### src/rtl/vga_text_fetch_if.sv
// Port-2 text-buffer and font-ROM read bus used by the VGA text fetch engine.
interface vga_text_fetch_if;
    logic [11:0] text_address;
    logic        text_chipselect;
    logic        text_write;
    logic [7:0]  text_writedata;
    logic        text_clken;
    logic [7:0]  text_readdata;
    logic [11:0] font_address;
    logic [7:0]  font_readdata;

    modport master (
        output text_address, text_chipselect, text_write, text_writedata, text_clken,
        output font_address,
        input  text_readdata, font_readdata
    );

    modport slave (
        input  text_address, text_chipselect, text_write, text_writedata, text_clken,
        input  font_address,
        output text_readdata, font_readdata
    );
endinterface

### src/rtl/vga_text_fetch.sv
// Text-mode read engine: pixel coordinates -> text buffer -> font ROM -> RGB,
// with a fixed 3-cycle pipeline and a frame-counted blinking underline cursor.
module vga_text_fetch #(
    parameter int unsigned COLS         = 80,
    parameter int unsigned ROWS         = 30,
    parameter logic [23:0] FG_RGB       = 24'hFFFFFF,
    parameter logic [23:0] BG_RGB       = 24'h000000,
    parameter int unsigned BLINK_FRAMES = 30
) (
    input  logic              clk,
    input  logic              reset_n,
    input  logic [9:0]        pix_x,
    input  logic [9:0]        pix_y,
    input  logic              de_in,
    input  logic              hsync_in,
    input  logic              vsync_in,
    vga_text_fetch_if.master  mem,
    input  logic              cursor_en,
    input  logic [6:0]        cursor_col,
    input  logic [4:0]        cursor_row,
    output logic [7:0]        vga_r,
    output logic [7:0]        vga_g,
    output logic [7:0]        vga_b,
    output logic              vga_hs,
    output logic              vga_vs,
    output logic              vga_de
);

    localparam int unsigned ADDR_W = 12;
    localparam int unsigned CNT_W  = (BLINK_FRAMES > 1) ? $clog2(BLINK_FRAMES) : 1;

    logic [6:0]        col;
    logic [5:0]        row;
    logic              in_area;
    logic              cursor_hit;
    logic [ADDR_W-1:0] cell_addr;

    // Stage 0: cell decode and buffer address
    always_comb begin
        col        = pix_x[9:3];
        row        = pix_y[9:4];
        in_area    = de_in && (32'(col) < COLS) && (32'(row) < ROWS);
        cell_addr  = ADDR_W'(32'(row) * COLS + 32'(col));
        cursor_hit = cursor_en && in_area && (col == cursor_col)
                     && (row == 6'(cursor_row)) && (pix_y[3:0] >= 4'd14);
    end

    assign mem.text_address    = in_area ? cell_addr : '0;
    assign mem.text_chipselect = in_area;
    assign mem.text_write      = 1'b0;
    assign mem.text_writedata  = '0;
    assign mem.text_clken      = 1'b1;

    logic [2:0] bitidx_s1, bitidx_s2;
    logic [3:0] yrow_s1;
    logic       in_area_s1, in_area_s2;
    logic       cursor_hit_s1, cursor_hit_s2;
    logic       de_s1, de_s2, hs_s1, hs_s2, vs_s1, vs_s2;

    always_ff @(posedge clk or negedge reset_n) begin
        if (!reset_n) begin
            bitidx_s1     <= '0;
            yrow_s1       <= '0;
            in_area_s1    <= 1'b0;
            cursor_hit_s1 <= 1'b0;
            de_s1         <= 1'b0;
            hs_s1         <= 1'b1;
            vs_s1         <= 1'b1;
            bitidx_s2     <= '0;
            in_area_s2    <= 1'b0;
            cursor_hit_s2 <= 1'b0;
            de_s2         <= 1'b0;
            hs_s2         <= 1'b1;
            vs_s2         <= 1'b1;
        end else begin
            bitidx_s1     <= pix_x[2:0];
            yrow_s1       <= pix_y[3:0];
            in_area_s1    <= in_area;
            cursor_hit_s1 <= cursor_hit;
            de_s1         <= de_in;
            hs_s1         <= hsync_in;
            vs_s1         <= vsync_in;
            bitidx_s2     <= bitidx_s1;
            in_area_s2    <= in_area_s1;
            cursor_hit_s2 <= cursor_hit_s1;
            de_s2         <= de_s1;
            hs_s2         <= hs_s1;
            vs_s2         <= vs_s1;
        end
    end

    // Stage 1: glyph row lookup for the character just read
    assign mem.font_address = {mem.text_readdata, yrow_s1};

    // Cursor blink: count vsync falling edges, toggle phase on wrap
    logic             vs_prev;
    logic             blink_phase;
    logic [CNT_W-1:0] frame_cnt;

    always_ff @(posedge clk or negedge reset_n) begin
        if (!reset_n) begin
            vs_prev     <= 1'b1;
            frame_cnt   <= '0;
            blink_phase <= 1'b1;
        end else begin
            vs_prev <= vsync_in;
            if (vs_prev && !vsync_in) begin
                if (frame_cnt == CNT_W'(BLINK_FRAMES - 1)) begin
                    frame_cnt   <= '0;
                    blink_phase <= ~blink_phase;
                end else begin
                    frame_cnt <= frame_cnt + CNT_W'(1);
                end
            end
        end
    end

    // Stage 2: pixel select and colour map
    logic        pixel;
    logic [23:0] rgb;

    always_comb begin
        pixel = mem.font_readdata[3'd7 - bitidx_s2] | (cursor_hit_s2 & blink_phase);
        rgb   = in_area_s2 ? (pixel ? FG_RGB : BG_RGB) : 24'h0;
    end

    always_ff @(posedge clk or negedge reset_n) begin
        if (!reset_n) begin
            {vga_r, vga_g, vga_b} <= 24'h0;
            vga_de                <= 1'b0;
            vga_hs                <= 1'b1;
            vga_vs                <= 1'b1;
        end else begin
            {vga_r, vga_g, vga_b} <= rgb;
            vga_de                <= de_s2;
            vga_hs                <= hs_s2;
            vga_vs                <= vs_s2;
        end
    end

endmodule

### src/flat_wrapper.sv
// flat-port wrapper written by rule: the top's interface ports become plain ports
module vga_text_fetch_flat 
#(
    parameter int unsigned COLS         = 80,
    parameter int unsigned ROWS         = 30,
    parameter logic [23:0] FG_RGB       = 24'hFFFFFF,
    parameter logic [23:0] BG_RGB       = 24'h000000,
    parameter int unsigned BLINK_FRAMES = 30
)
  (clk, reset_n, pix_x, pix_y, de_in, hsync_in, vsync_in, cursor_en, cursor_col, cursor_row, vga_r, vga_g, vga_b, vga_hs, vga_vs, vga_de, mem_text_address, mem_text_chipselect, mem_text_write, mem_text_writedata, mem_text_clken, mem_font_address, mem_text_readdata, mem_font_readdata);
  vga_text_fetch_if mem_i ();
  input  logic clk;
  input  logic reset_n;
  input  logic [9:0] pix_x;
  input  logic [9:0] pix_y;
  input  logic de_in;
  input  logic hsync_in;
  input  logic vsync_in;
  input  logic cursor_en;
  input  logic [6:0] cursor_col;
  input  logic [4:0] cursor_row;
  output logic [7:0] vga_r;
  output logic [7:0] vga_g;
  output logic [7:0] vga_b;
  output logic vga_hs;
  output logic vga_vs;
  output logic vga_de;
  output wire logic [$bits(mem_i.text_address)-1:0] mem_text_address;
  output wire logic [$bits(mem_i.text_chipselect)-1:0] mem_text_chipselect;
  output wire logic [$bits(mem_i.text_write)-1:0] mem_text_write;
  output wire logic [$bits(mem_i.text_writedata)-1:0] mem_text_writedata;
  output wire logic [$bits(mem_i.text_clken)-1:0] mem_text_clken;
  output wire logic [$bits(mem_i.font_address)-1:0] mem_font_address;
  input wire logic [$bits(mem_i.text_readdata)-1:0] mem_text_readdata;
  input wire logic [$bits(mem_i.font_readdata)-1:0] mem_font_readdata;
  assign mem_text_address = mem_i.text_address;
  assign mem_text_chipselect = mem_i.text_chipselect;
  assign mem_text_write = mem_i.text_write;
  assign mem_text_writedata = mem_i.text_writedata;
  assign mem_text_clken = mem_i.text_clken;
  assign mem_font_address = mem_i.font_address;
  assign mem_i.text_readdata = mem_text_readdata;
  assign mem_i.font_readdata = mem_font_readdata;
  vga_text_fetch #(.COLS(COLS), .ROWS(ROWS), .FG_RGB(FG_RGB), .BG_RGB(BG_RGB), .BLINK_FRAMES(BLINK_FRAMES)) u_core (.clk(clk), .reset_n(reset_n), .pix_x(pix_x), .pix_y(pix_y), .de_in(de_in), .hsync_in(hsync_in), .vsync_in(vsync_in), .mem(mem_i), .cursor_en(cursor_en), .cursor_col(cursor_col), .cursor_row(cursor_row), .vga_r(vga_r), .vga_g(vga_g), .vga_b(vga_b), .vga_hs(vga_hs), .vga_vs(vga_vs), .vga_de(vga_de));
endmodule
### config.mk
export PLATFORM = sky130hd
export DESIGN_NAME = vga_text_fetch_flat
export DESIGN_NICKNAME = d
export VERILOG_FILES = /design/src/rtl/vga_text_fetch_if.sv /design/src/rtl/vga_text_fetch.sv /design/src/flat_wrapper.sv
export SDC_FILE = /design/constraint.sdc
export NUM_CORES = 1
export LEC_CHECK = 0
export ABC_AREA = 1
export CORE_UTILIZATION = 38
export DETAILED_ROUTE_END_ITERATION = 8
export PLACE_DENSITY_LB_ADDON = 0.2
export SLEW_MARGIN = 30
export SYNTH_ARGS = -nofsm -noshare
export SYNTH_HDL_FRONTEND = slang
export SYNTH_SLANG_ARGS = --single-unit
### constraint.sdc
create_clock -name clk -period 2.6 [get_ports clk]
set_input_delay 0.52 -clock clk [delete_from_list [all_inputs] [get_ports clk]]
set_output_delay 0.52 -clock clk [all_outputs]
set_load 0.03 [all_outputs]
* After elaboration in Yosys (flattened, before gate mapping)
Cells that the tools add are included.
** Word-level totals
- Register bits after elaboration :: 53
- Logic and storage cells :: 50
** Operators by class
- Bitwise gates (word level) :: 3
- Magnitude comparators :: 4
- Reductions and logical operators :: 9
- Muxes and demuxes :: 6
- Add/sub/neg operators :: 3
- Multipliers :: 1
- Equality and inequality tests :: 3
** Operators with widths (number)
- 2-to-1 mux 24 bit :: 2
- adder 12 x 7 -> 12 bit :: 1
- 2-to-1 mux 12 bit :: 1
- multiplier 6 x 3 -> 8 bit (second input constant) :: 1
- equality test 7 bit :: 1
- logical AND 1 bit :: 7
- less-than comparator 7 bit (second input constant) :: 1
- equality test 6 x 5 -> 1 bit :: 1
- less-than comparator 6 x 5 -> 1 bit (second input constant) :: 1
- adder 5 x 1 -> 5 bit (second input constant) :: 1
- equality test 5 bit (second input constant) :: 1
- 2-to-1 mux 5 bit :: 1
- >= comparator 4 bit (second input constant) :: 1
- less-than comparator 3 x 4 -> 1 bit (second input constant) :: 1
- binary-select mux 1 bit (select 3 bit) :: 1
- subtractor 3 bit (first input constant) :: 1
- AND reduction 2 bit :: 1
- bitwise AND 1 bit :: 1
- zero test 1 bit :: 1
- 2-to-1 mux 1 bit :: 1
- inverter 1 bit :: 1
- bitwise OR 1 bit :: 1

* Depth between registers and ports, before layout
Gate-level depths: netlist of the first run.
- Depth in word-level cells :: 7
- Mapped depth :: 12
- Depth with buffers taken out :: 12

* Least setup slack after synthesis of the first run
Ideal clock, no wire load.
- Path type :: input-to-output
- From :: in pix_y[5]
- To :: out mem_text_address[10]
- Cell stages on the path :: 9
- Path buffers :: 0
- Slack :: -0.306 ns
- Arrival :: 2.386 ns
- Path through :: ha_1 > ha_1 > inv_1 > fa_1 > nor2_1 > nand2_1 > nor2_1 > o21ai_1 > a21oi_1
** On the way
- Longest elaborated chain between the ends :: 3
** RTL lines
- start, declared :: line flat_wrapper.sv:15 : input logic [9:0] pix_y;
- multiplier 6 x 3 -> 8 bit or less-than comparator 6 x 5 -> 1 bit (tied branches) :: line vga_text_fetch.sv:43, vga_text_fetch.sv:42
- adder 12 x 7 -> 12 bit or logical AND 1 bit (tied branches) :: line vga_text_fetch.sv:43, vga_text_fetch.sv:42
- 2-to-1 mux 12 bit * :: line vga_text_fetch.sv:48 : assign mem.text_address = in_area ? cell_addr : '0;
- end, declared :: line flat_wrapper.sv:28 : output wire logic [$bits(mem_i.text_address)-1:0] mem_text_address;
Mark *: on every way between the ends. The rest lies on a longest branch, timed or not.

* Worst setup path after layout of the first run
Ends and elaborated chain as after synthesis.

==> results.md, run 1 <==
- Reg2Reg Setup Slack: 1290 ps
- Ant. Diodes: 0
- Hold Fails Final Rpt: 0
- Post-route ant nets: 0
- Reg2Reg Capture Point: u_core.blink_phase
- Status: complete, but fails checks
- Initial Utilization: 0.392
- Cell variety after synth: 28
- Total CTS buffers: 5
- Worst Max-Slew Pin Slew: 569 ps
- Drt wl/cell: between 10 and 15 um
- P_sw: 487 uW
- Slew Limit Fails: 0
- Reg2reg start: u_core.vs_s1
- Final wirelength: 4.40 mm
- Post-CTS Hold Buffers: 0
- Hold depth: 0
- DRT Pass-1 Iters: 4
- Max-cap violations: 0
- Sw frac: 0.321
- Hold WC Path Type: reg -> reg
- Routability cong.: 0.797
- Hold Startpoint: u_core.cursor_hit_s1
- CTS clk-pin slew, worst paths: 50 ps
- First-pass GRT wire length: slightly below 7 mm
- R2R depth: 5
- Core area: 0.00511 mm2
- CP Class: in -> out
- Clock Path Buffers: 2
- CTS tree: done
- Min Tclk post-route: 2690 ps
- Final HPWL DP: 3.35 mm
- Final core utilization: 0.634
- Pin count of the biggest net entering global routing: 31
- VDD IR max: approximately 260 uV
- Unrepaired setup endpoints after global routing: true
- Area Growth Syn to Fin: 61.5%
- Yosys reg bits: 30
- # rows: 26
- Worst-path fanout max: 2
- Failing checks: setup timing
- Part of the power in registers: 0.384
- Post-synthesis cell area: 0.00200 mm2
- CTS HTree Levels: 2
- Number of remaining DRC errors: 0
- Leak: 0.00153 uW
- CP arrival: 2170 ps
- Crit start category: input port
- Yosys warning count: 0
- Root Buffer: clkbuf_8
- Initial antenna violation count: 0
- GRT Overall Usage: 0.162
- Vias in the first global route: about 1600
- Clk_lat worst skew: 270 ps
- Vias per cell: 4.26
- Layout cells sized above 1: 0.309
- GRT overflow: 0
- Clock network fraction of total power: 0.242
- Die ar.: 0.00557 mm2
- DR iter-0 viols: 58
- Syn_area_per_cell: between 8 and 9 um2
- Sink Count: 30
- Seq/Total Area, Yosys: 0.379
- Die Y: between 70 and 80 um
- Total number of vias: 1746
- Max Fclk: roughly 0.37 GHz
- Cells after Synth: 240
- Max transition margin: 0.621
- Most frequent cells in the layout: 67 x clkdlybuf4s50_1, 44 x buf_4, 30 x inv_1
- Commonest non-fill, non-tap cell in the layout: clkdlybuf4s50_1
- # nets final: 408
- CP Launch Point: pix_y[5]
- Internal: between 1000 and 1500 uW
- Die X: around 75 um
- Power Density: 468 mW/mm2
- Setup crit end kind: output pin
- Fin Setup TNS: -301 ps
- Skew final: 4.96 ps
- Gate power share: 0.374
- Final setup margin: -90.6 ps
- Ports: between 100 and 150
- CP required: 2080 ps
- Final setup violation count: 4
- Port Buffers: 89
- Final Cycle Share: 1.03
- Hold endpoint: u_core.cursor_hit_s2
-- state kept, by name, summed over array words and instances, names as in the netlist, 3 cells and up --
| register | cells |
|---|---|
| u_core.frame_cnt | 5 |
| u_core.yrow_s1 | 4 |
| u_core.bitidx_s1 | 3 |
| u_core.bitidx_s2 | 3 |
-- routing by layer --
metal	vias up	part of all wire	track usage
li1	901	-	-
met1	775	0.42	0.181
met2	66	0.49	0.299
met3	4	0.086	0.0509
met4	0	0.0064	0.0398
met5	-	0	0
-- per-stage QoR --
| step | power, uW | hold slack, ps | cell area (um2) | worst slack [ps] | cells |
|---|---|---|---|---|---|
| floorplan | 904 | 224 | 2080 | -38.4 | 248 |
| global placement | 1080 | 332 | 2910 | -588 | 392 |
| detailed placement | 1090 | 335 | 2910 | -614 | 392 |
| CTS | 1490 | 347 | 3120 | -162 | 404 |
| global route | 1620 | 353 | 3240 | -146 | 410 |
| finish | 1510 | 346 | 3240 | -90.6 | 410 |
-- timing repair --
item | in CTS | in global routing
hold endpoints to repair | 0 | 0
setup endpoints to repair | 6 | 12
buffers inserted | 4 | 6
gates resized for setup | 41 | 23
pin swaps | 13 | 16
-- cell families after synthesis --
logic type,count (synthesis),synth area share
DFF,30,0.379
buffers and inverters,75,0.217
other,2,0.00375
AOI/OAI and AO/OA,24,0.0618
adders and majority gates,15,0.101
and+or+nand+nor,85,0.194
xor gates and xnor gates,9,0.0431
-- synth_stat cells --
master / number / share of area
xor2_2: 1 / 0.0081
o21ai_0: 10 / 0.025
or2_2: 1 / 0.0031
buf_4: 41 / 0.15
nor3b_1: 1 / 0.0037
dfrtp_1: 23 / 0.29
xor2_1: 3 / 0.013
nand2_1: 32 / 0.060
nor2_1: 23 / 0.043
nor3_1: 1 / 0.0025
a211oi_1: 1 / 0.0037
fa_1: 2 / 0.020
or2_0: 1 / 0.0031
a21oi_1: 10 / 0.025
o21ai_1: 2 / 0.0050
or2_1: 1 / 0.0031
conb_1: 2 / 0.0037
dfstp_2: 7 / 0.092
inv_1: 34 / 0.064
nor2_2: 1 / 0.0031
ha_1: 13 / 0.081
xnor2_1: 5 / 0.022
nand2_2: 1 / 0.0031
nand3_2: 1 / 0.0050
nor2_4: 2 / 0.011
nand4_1: 5 / 0.016
o22ai_1: 1 / 0.0031
nand3_1: 15 / 0.037
-- how the worst max path moves through the flow --
stage                           end  slack [ps]  cells after the start
6_report       mem_text_address[10]         -90                     11
5_1_grt        mem_text_address[10]        -150                     11
4_1_cts        mem_text_address[11]        -160                     12
3_5_place_dp   mem_text_address[11]        -610                     11
3_3_place_gp   mem_text_address[11]        -590                     11
2_1_floorplan  mem_text_address[10]         -40                      9
-- worst max-delay path, stage by stage --
cell and delay, ps:
buf_8 100, ha_4 230, ha_4 150, inv_2 50, fa_2 450, nor2_4 140
nand2_2 90, nor2_4 120, o21ai_2 70, a21oi_2 110, buf_6 140
-- power groups by stage --
stage                     Clock [uW]  Sequential (uW)  Combinational [uW]
after floorplan                    0              592                 311
after global placement             0              589                 489
after detailed placement           0              590                 495
after CTS                        379              583                 524
after global routing             407              591                 624
final                            367              582                 566
-- layout make-up --
| class | instances | area [um2] |
|---|---|---|
| Clock inverter | 1 | 5.00 |
| Sequential cell | 30 | 759 |
| Multi-Input combinational cell | 143 | 1030 |
| Fill cell | 454 | 1870 |
| Clock buffer | 7 | 86.3 |
| Tap cell | 70 | 87.6 |
| Inverter | 34 | 128 |
| Timing Repair Buffer | 125 | 1140 |
No activity file was read; power rests on OpenSTA's default activity.
==> run 2, diff against run 1 <==
- CTS_BUF_LIST: not set -> sky130_fd_sc_hd__clkbuf_16
==> run 2 against run 1 <==
  * The flow still finishes with violations (setup timing)
  * Core utilization rose by 0.91 points
  * Critical path depth did not move
  * Flip-flop and latch count did not move
  * Fmax barely moved
  * Sequential share of layout area fell by 0.33 points
  * Largest cell class unchanged
==> results.md, run 2 (synthesis results as in run 1) <==
- Status: complete, but fails checks
- Failing checks: setup timing
- Hold Fails Final Rpt: 0 (unchanged)
- Drt wl/cell: 11.1 um (+3.3%)
- Final Cycle Share: 1.03 (about the same)
- Initial Utilization: 0.392 (unchanged)
- Ant. Diodes: 0 (unchanged)
- Total number of vias: 1757 (+0.63%)
- # nets final: 408 (unchanged)
- Total CTS buffers: 5 (unchanged)
- CP required: 2080 ps (about the same)
- Max-cap violations: 0 (unchanged)
- First-pass GRT wire length: 7.13 mm (+2.4%)
- Slew Limit Fails: 0 (unchanged)
- CTS HTree Levels: 2 (unchanged)
- Final core utilization: 0.643 (+0.00906)
- Final HPWL DP: 3.35 mm (unchanged)
- Area Growth Syn to Fin: 63.8%
- Worst Max-Slew Pin Slew: 569 ps (+0.00763 ps)
- Fillcell total: 448 (-1.3%)
- Most frequent cells in the layout: 67 x clkdlybuf4s50_1, 44 x buf_4, 31 x inv_1
- Die X: 74.6 um (unchanged)
- Die ar.: 0.00557 mm2 (unchanged)
- Hold WC Path Type: reg -> reg
- Layout cells sized above 1: 0.306 (-0.00294)
- VDD IR max: 322 uV (+24%)
- Worst-path fanout max: 2 (unchanged)
- Routability cong.: 0.797 (unchanged)
- # rows: 26 (unchanged)
- Pin count of the biggest net entering global routing: 31 (unchanged)
- Post-route ant nets: 0 (unchanged)
- Skew final: 1.25 ps (-3.71 ps)
- Fin Setup TNS: -301 ps (+0.107 ps)
- Root Buffer: clkbuf_16
- Max transition margin: 0.621 (about the same)
- Max reg flops: 5 (unchanged)
- CP Class: in -> out
- Port Buffers: 89 (unchanged)
- Crit start category: input port
- Vias in the first global route: 1656 (+0.61%)
- Initial antenna violation count: 0 (unchanged)
- Final wirelength: 4.54 mm (+3.3%)
- Ports: 116 (unchanged)
- Final setup violation count: 4 (unchanged)
- Clock Path Buffers: 2 (unchanged)
- Hold depth: 0 (unchanged)
- Number of remaining DRC errors: 0 (unchanged)
- Final setup margin: -90.6 ps (+0.0248 ps)
- Top reg by flops: u_core.frame_cnt
- CTS clk-pin slew, worst paths: 50 ps (about the same)
- R2R depth: 5 (unchanged)
- Total power: 1670 uW (+10%)
- Die Y: 74.6 um (unchanged)
- GRT overflow: 0 (unchanged)
- DRT Pass-1 Iters: 4 (unchanged)
- Regs by FF count: u_core.frame_cnt: 5 flops, u_core.yrow_s1: 4 flops
- Max Fclk: 0.372 GHz (about the same)
- CTS tree: done
- Sink Count: 30 (unchanged)
- Clk_lat worst skew: 270 ps (about the same)
- Power Density: 509 mW/mm2 (+8.8%)
- Leak: 0.00155 uW (+1.6%)
- GRT Overall Usage: 0.171 (+0.00821)
- Commonest non-fill, non-tap cell in the layout: clkdlybuf4s50_1
- CP arrival: 2170 ps (about the same)
- Min Tclk post-route: 2690 ps (-0.0248 ps)
- Setup crit end kind: output pin
- DR iter-0 viols: 62 (+6.9%)
- Vias per cell: 4.29 (+0.63%)
- Core area: 0.00511 mm2 (unchanged)
- Unrepaired setup endpoints after global routing: true
[run 2: worst max-delay path, cell delays in order]
cell	delay, ps
buf_8	100
ha_4	230
ha_4	150
inv_2	50
fa_2	450
nor2_4	140
nand2_2	90
nor2_4	120
o21ai_2	70
a21oi_2	110
buf_6	140
[run 2: path summary, 6_finish.rpt]
path | startpoint | to | slack [ps]
worst max-delay path | pix_y[5] | mem_text_address[10] | -90
worst min-delay path | u_core.bitidx_s1[2] | u_core.bitidx_s2[2] | 340
worst max register to register | u_core.vs_s1 | u_core.blink_phase | 1290
worst min register to register | u_core.bitidx_s1[2] | u_core.bitidx_s2[2] | 340
max in group asynchronous | reset_n | u_core.vs_s2 | 1650
min in group asynchronous | reset_n | u_core.bitidx_s2[1] | 640
[run 2: layout make-up]
class                           instances  area [um2]  area share
Clock buffer                            5         125      0.0381
Sequential cell                        30         759       0.231
Multi-Input combinational cell        143        1030       0.312
Inverter                               34         128      0.0389
Clock inverter                          3        12.5     0.00381
Tap cell                               70        87.6      0.0267
Timing Repair Buffer                  125        1140       0.349
[run 2: repair_timing]
action,in CTS,in global routing
resized for setup,41,23
endpoints found under the hold margin,0,0
gates cloned,0,0
pin swaps,13,17
setup endpoints to repair,6,12
hold buffers,0,0
setup buffers,4,6
[run 2: where the power goes]
group	total, uW	leakage, uW	switching, uW	internal, uW
sequential	584	0.000353	45.1	538
clock	521	0.0000724	178	344
combinational	567	0.00113	290	278
[run 2: through the flow]
stage	cells	hold WS, ps	area, um2	setup slack, ps
after floorplan	248	224	2080	-38.4
after global placement	392	332	2910	-588
after detailed placement	392	335	2910	-614
after CTS	404	345	3160	-162
after global routing	410	350	3280	-146
final	410	344	3280	-90.6
[run 2: layer usage]
layer	share of wire	global-route usage
met3	0.083	0.0629
met5	0	0
met1	0.41	0.184
met4	0.014	0.0524
met2	0.49	0.309
==> run 3, diff against run 2 <==
- PLACE_DENSITY: not set -> 0.8
- PLACE_DENSITY_LB_ADDON: 0.2 -> not set
==> run 3 against run 2 <==
  * The flow still finishes with violations (setup timing)
  * Clock-buffer cell count did not move
  * Flip-flop and latch count did not move
  * Largest cell class unchanged
  * Critical endpoint unchanged
  * Critical path depth unchanged
==> results.md, run 3 (synthesis results as in run 1) <==
- Max-cap violations: 0 (unchanged)
- Final setup margin: -95.1 ps (-4.49 ps)
- Clock Path Buffers: 2 (unchanged)
- Slew Limit Fails: 0 (unchanged)
- Fin Setup TNS: -248 ps (+52.3 ps)
- DR iter-0 viols: 82 (+32%)
- CTS tree: done
- CTS clk-pin slew, worst paths: 50 ps (about the same)
- Drt wl/cell: 11.3 um (+2.5%)
- Routability cong.: 0.863 (+8.3%)
- CTS HTree Levels: 2 (unchanged)
- Worst Max-Slew Pin Slew: 559 ps (-10.2 ps)
- Final wirelength: 4.54 mm (about the same)
- Sink Count: 30 (unchanged)
- Total CTS buffers: 5 (unchanged)
- Area Growth Syn to Fin: 57.9%
- Initial Utilization: 0.392 (unchanged)
- Hold WC Path Type: reg -> reg
- Reg2Reg Setup Slack: 1270 ps (-20 ps)
- Port Buffers: 89 (unchanged)
- Number of remaining DRC errors: 0 (unchanged)
- Final setup violation count: 3 (-1)
- Skew final: 3.79 ps (+2.53 ps)
- Reg2Reg Capture Point: u_core.blink_phase
- Power Density: 527 mW/mm2 (+3.6%)
- Internal: 1140 uW (-1.6%)
- # nets final: 398 (-2.5%)
- Final HPWL DP: 3.50 mm (+4.7%)
- Worst-path fanout max: 2 (unchanged)
- M3 GR Usage: 0.0455 (-0.0174)
- CP arrival: 2180 ps (about the same)
- Final instance area: 0.00316 mm2 (-3.6%)
- Sw frac: 0.316 (+0.00977)
- Failing checks: setup timing
- Status: complete, but fails checks
- Gate power share: 0.325 (-0.014)
- Fillcell total: 427 (-4.7%)
- Min Tclk post-route: 2700 ps (+4.49 ps)
- Clk_lat worst skew: 270 ps (about the same)
- Hold depth: 0 (unchanged)
- Area of the multi-input gates: 992 um2 (-3.3%)
- Layout cells sized above 1: 0.273 (-0.0332)
- R2R depth: 5 (unchanged)
- Register Area: 759 um2 (unchanged)
- CP Class: in -> out
- Max Fclk: 0.371 GHz (-0.17%)
- Root Buffer: clkbuf_16
- Hold endpoint: u_core.de_s2
- Final Hold Slack: 340 ps (-4.50 ps)
- Leak: 0.00147 uW (-5.5%)
- Ports: 116 (unchanged)
- Ant. Diodes: 0 (unchanged)
- M1 GR Usage: 0.178 (-0.00671)
- Clock network fraction of total power: 0.324 (+0.012)
- Vias in the first global route: 1659 (+0.18%)
- Pin count of the biggest net entering global routing: 31 (unchanged)
- Max reg flops: 5 (unchanged)
- Unrepaired setup endpoints after global routing: true
- CP required: 2080 ps (about the same)
- GRT Overall Usage: 0.172 (+0.00172)
- Met2 Use GR: 0.325 (+0.0160)
- Setup crit end kind: output pin
- DRT Pass-1 Iters: 4 (unchanged)
- Commonest non-fill, non-tap cell in the layout: clkdlybuf4s50_1
- Max transition margin: 0.628 (+0.00683)
- Most frequent cells in the layout: 68 x clkdlybuf4s50_1, 35 x buf_4, 31 x inv_1
- Reg2reg start: u_core.frame_cnt[1]
- Setup WS pre-CTS: -624 ps (-10.5 ps)
- First-pass GRT wire length: 7.07 mm (-0.77%)
- Final Cycle Share: 1.04 (+0.00173)
- Die ar.: 0.00557 mm2 (unchanged)
- Die Y: 74.6 um (unchanged)
- Crit start category: input port
- # rows: 26 (unchanged)
- Vias per cell: 4.40 (+2.7%)
- DP Area: 0.00290 mm2 (-0.52%)
- Die X: 74.6 um (unchanged)
- Regs by FF count: u_core.frame_cnt: 5 flops, u_core.yrow_s1: 4 flops
- VDD IR max: 262 uV (-19%)
- GR peak layer: met2
- P_sw: 528 uW (+3.0%)
- Top reg by flops: u_core.frame_cnt
- GRT overflow: 0 (unchanged)
- Total number of vias: 1760 (+0.17%)
- Core area: 0.00511 mm2 (unchanged)
- Part of the power in registers: 0.351 (+0.002)
- Initial antenna violation count: 0 (unchanged)
- Hold Startpoint: u_core.de_s1
- Post-route ant nets: 0 (unchanged)
- Hold Fails Final Rpt: 0 (unchanged)
run 3: cell types whose count changed in the layout (fill, tap and decap cells not counted), moves of 2 or more:
cell and change:
dlymetal6s2s_1 -2, nand3_2 -2, buf_4 -9, nand3_1 +2
run 3: repair_timing:
| item | in CTS | in global routing |
|---|---|---|
| pin swaps | 13 | 12 |
| buffers inserted | 1 | 1 |
| cloned | 0 | 0 |
| hold buffers | 0 | 0 |
| endpoints found under the setup margin | 6 | 6 |
| gates resized for setup | 39 | 17 |
| endpoints found under the hold margin | 0 | 0 |
run 3: critical path: stages:
cell,delay (ps)
buf_8,100
ha_4,260
ha_4,120
inv_2,30
fa_2,570
nor2_4,50
nand2_2,80
nor2_4,50
buf_4,130
a21oi_2,120
buf_6,140
run 3: power groups by stage:
stage | Sequential, uW | Combinational, uW | Clock (uW)
3_3_place_gp | 587 | 482 | 0
6_report | 586 | 543 | 540
4_1_cts | 584 | 520 | 556
2_1_floorplan | 592 | 311 | 0
5_1_grt | 594 | 594 | 577
3_5_place_dp | 588 | 498 | 0
run 3: worst max path at each step:
stage	from	slack (ps)	to
after detailed placement	pix_y[7]	-620	mem_text_address[11]
after global routing	pix_y[5]	-170	mem_text_address[11]
after CTS	pix_y[5]	-230	mem_text_address[11]
final	pix_y[7]	-100	mem_text_address[10]
after global placement	pix_y[7]	-570	mem_text_address[11]
after floorplan	pix_y[7]	-40	mem_text_address[10]
run 3: area by class of cell:
| type | instances | share of cell area |
|---|---|---|
| clock buffers | 5 | 0.0395 |
| clock inverters | 3 | 0.00514 |
| inverters | 34 | 0.0403 |
| multi-input cells | 143 | 0.314 |
| flip-flops and latches | 30 | 0.240 |
| well taps | 70 | 0.0277 |
| repair buffers | 115 | 0.334 |
run 3: per-stage QoR:
step                power, uW  instances  utilization
floorplan                 904        248            -
global placement         1070        390        0.568
detailed placement       1090        390        0.568
CTS                      1660        399        0.610
global route             1770        400        0.620
finish                   1670        400        0.620
run 3: metal layers:
layer | vias to the layer above | part of all wire
met5 | - | 0
met4 | 0 | 0.013
met3 | 5 | 0.077
met2 | 83 | 0.52
li1 | 878 | -
met1 | 794 | 0.39
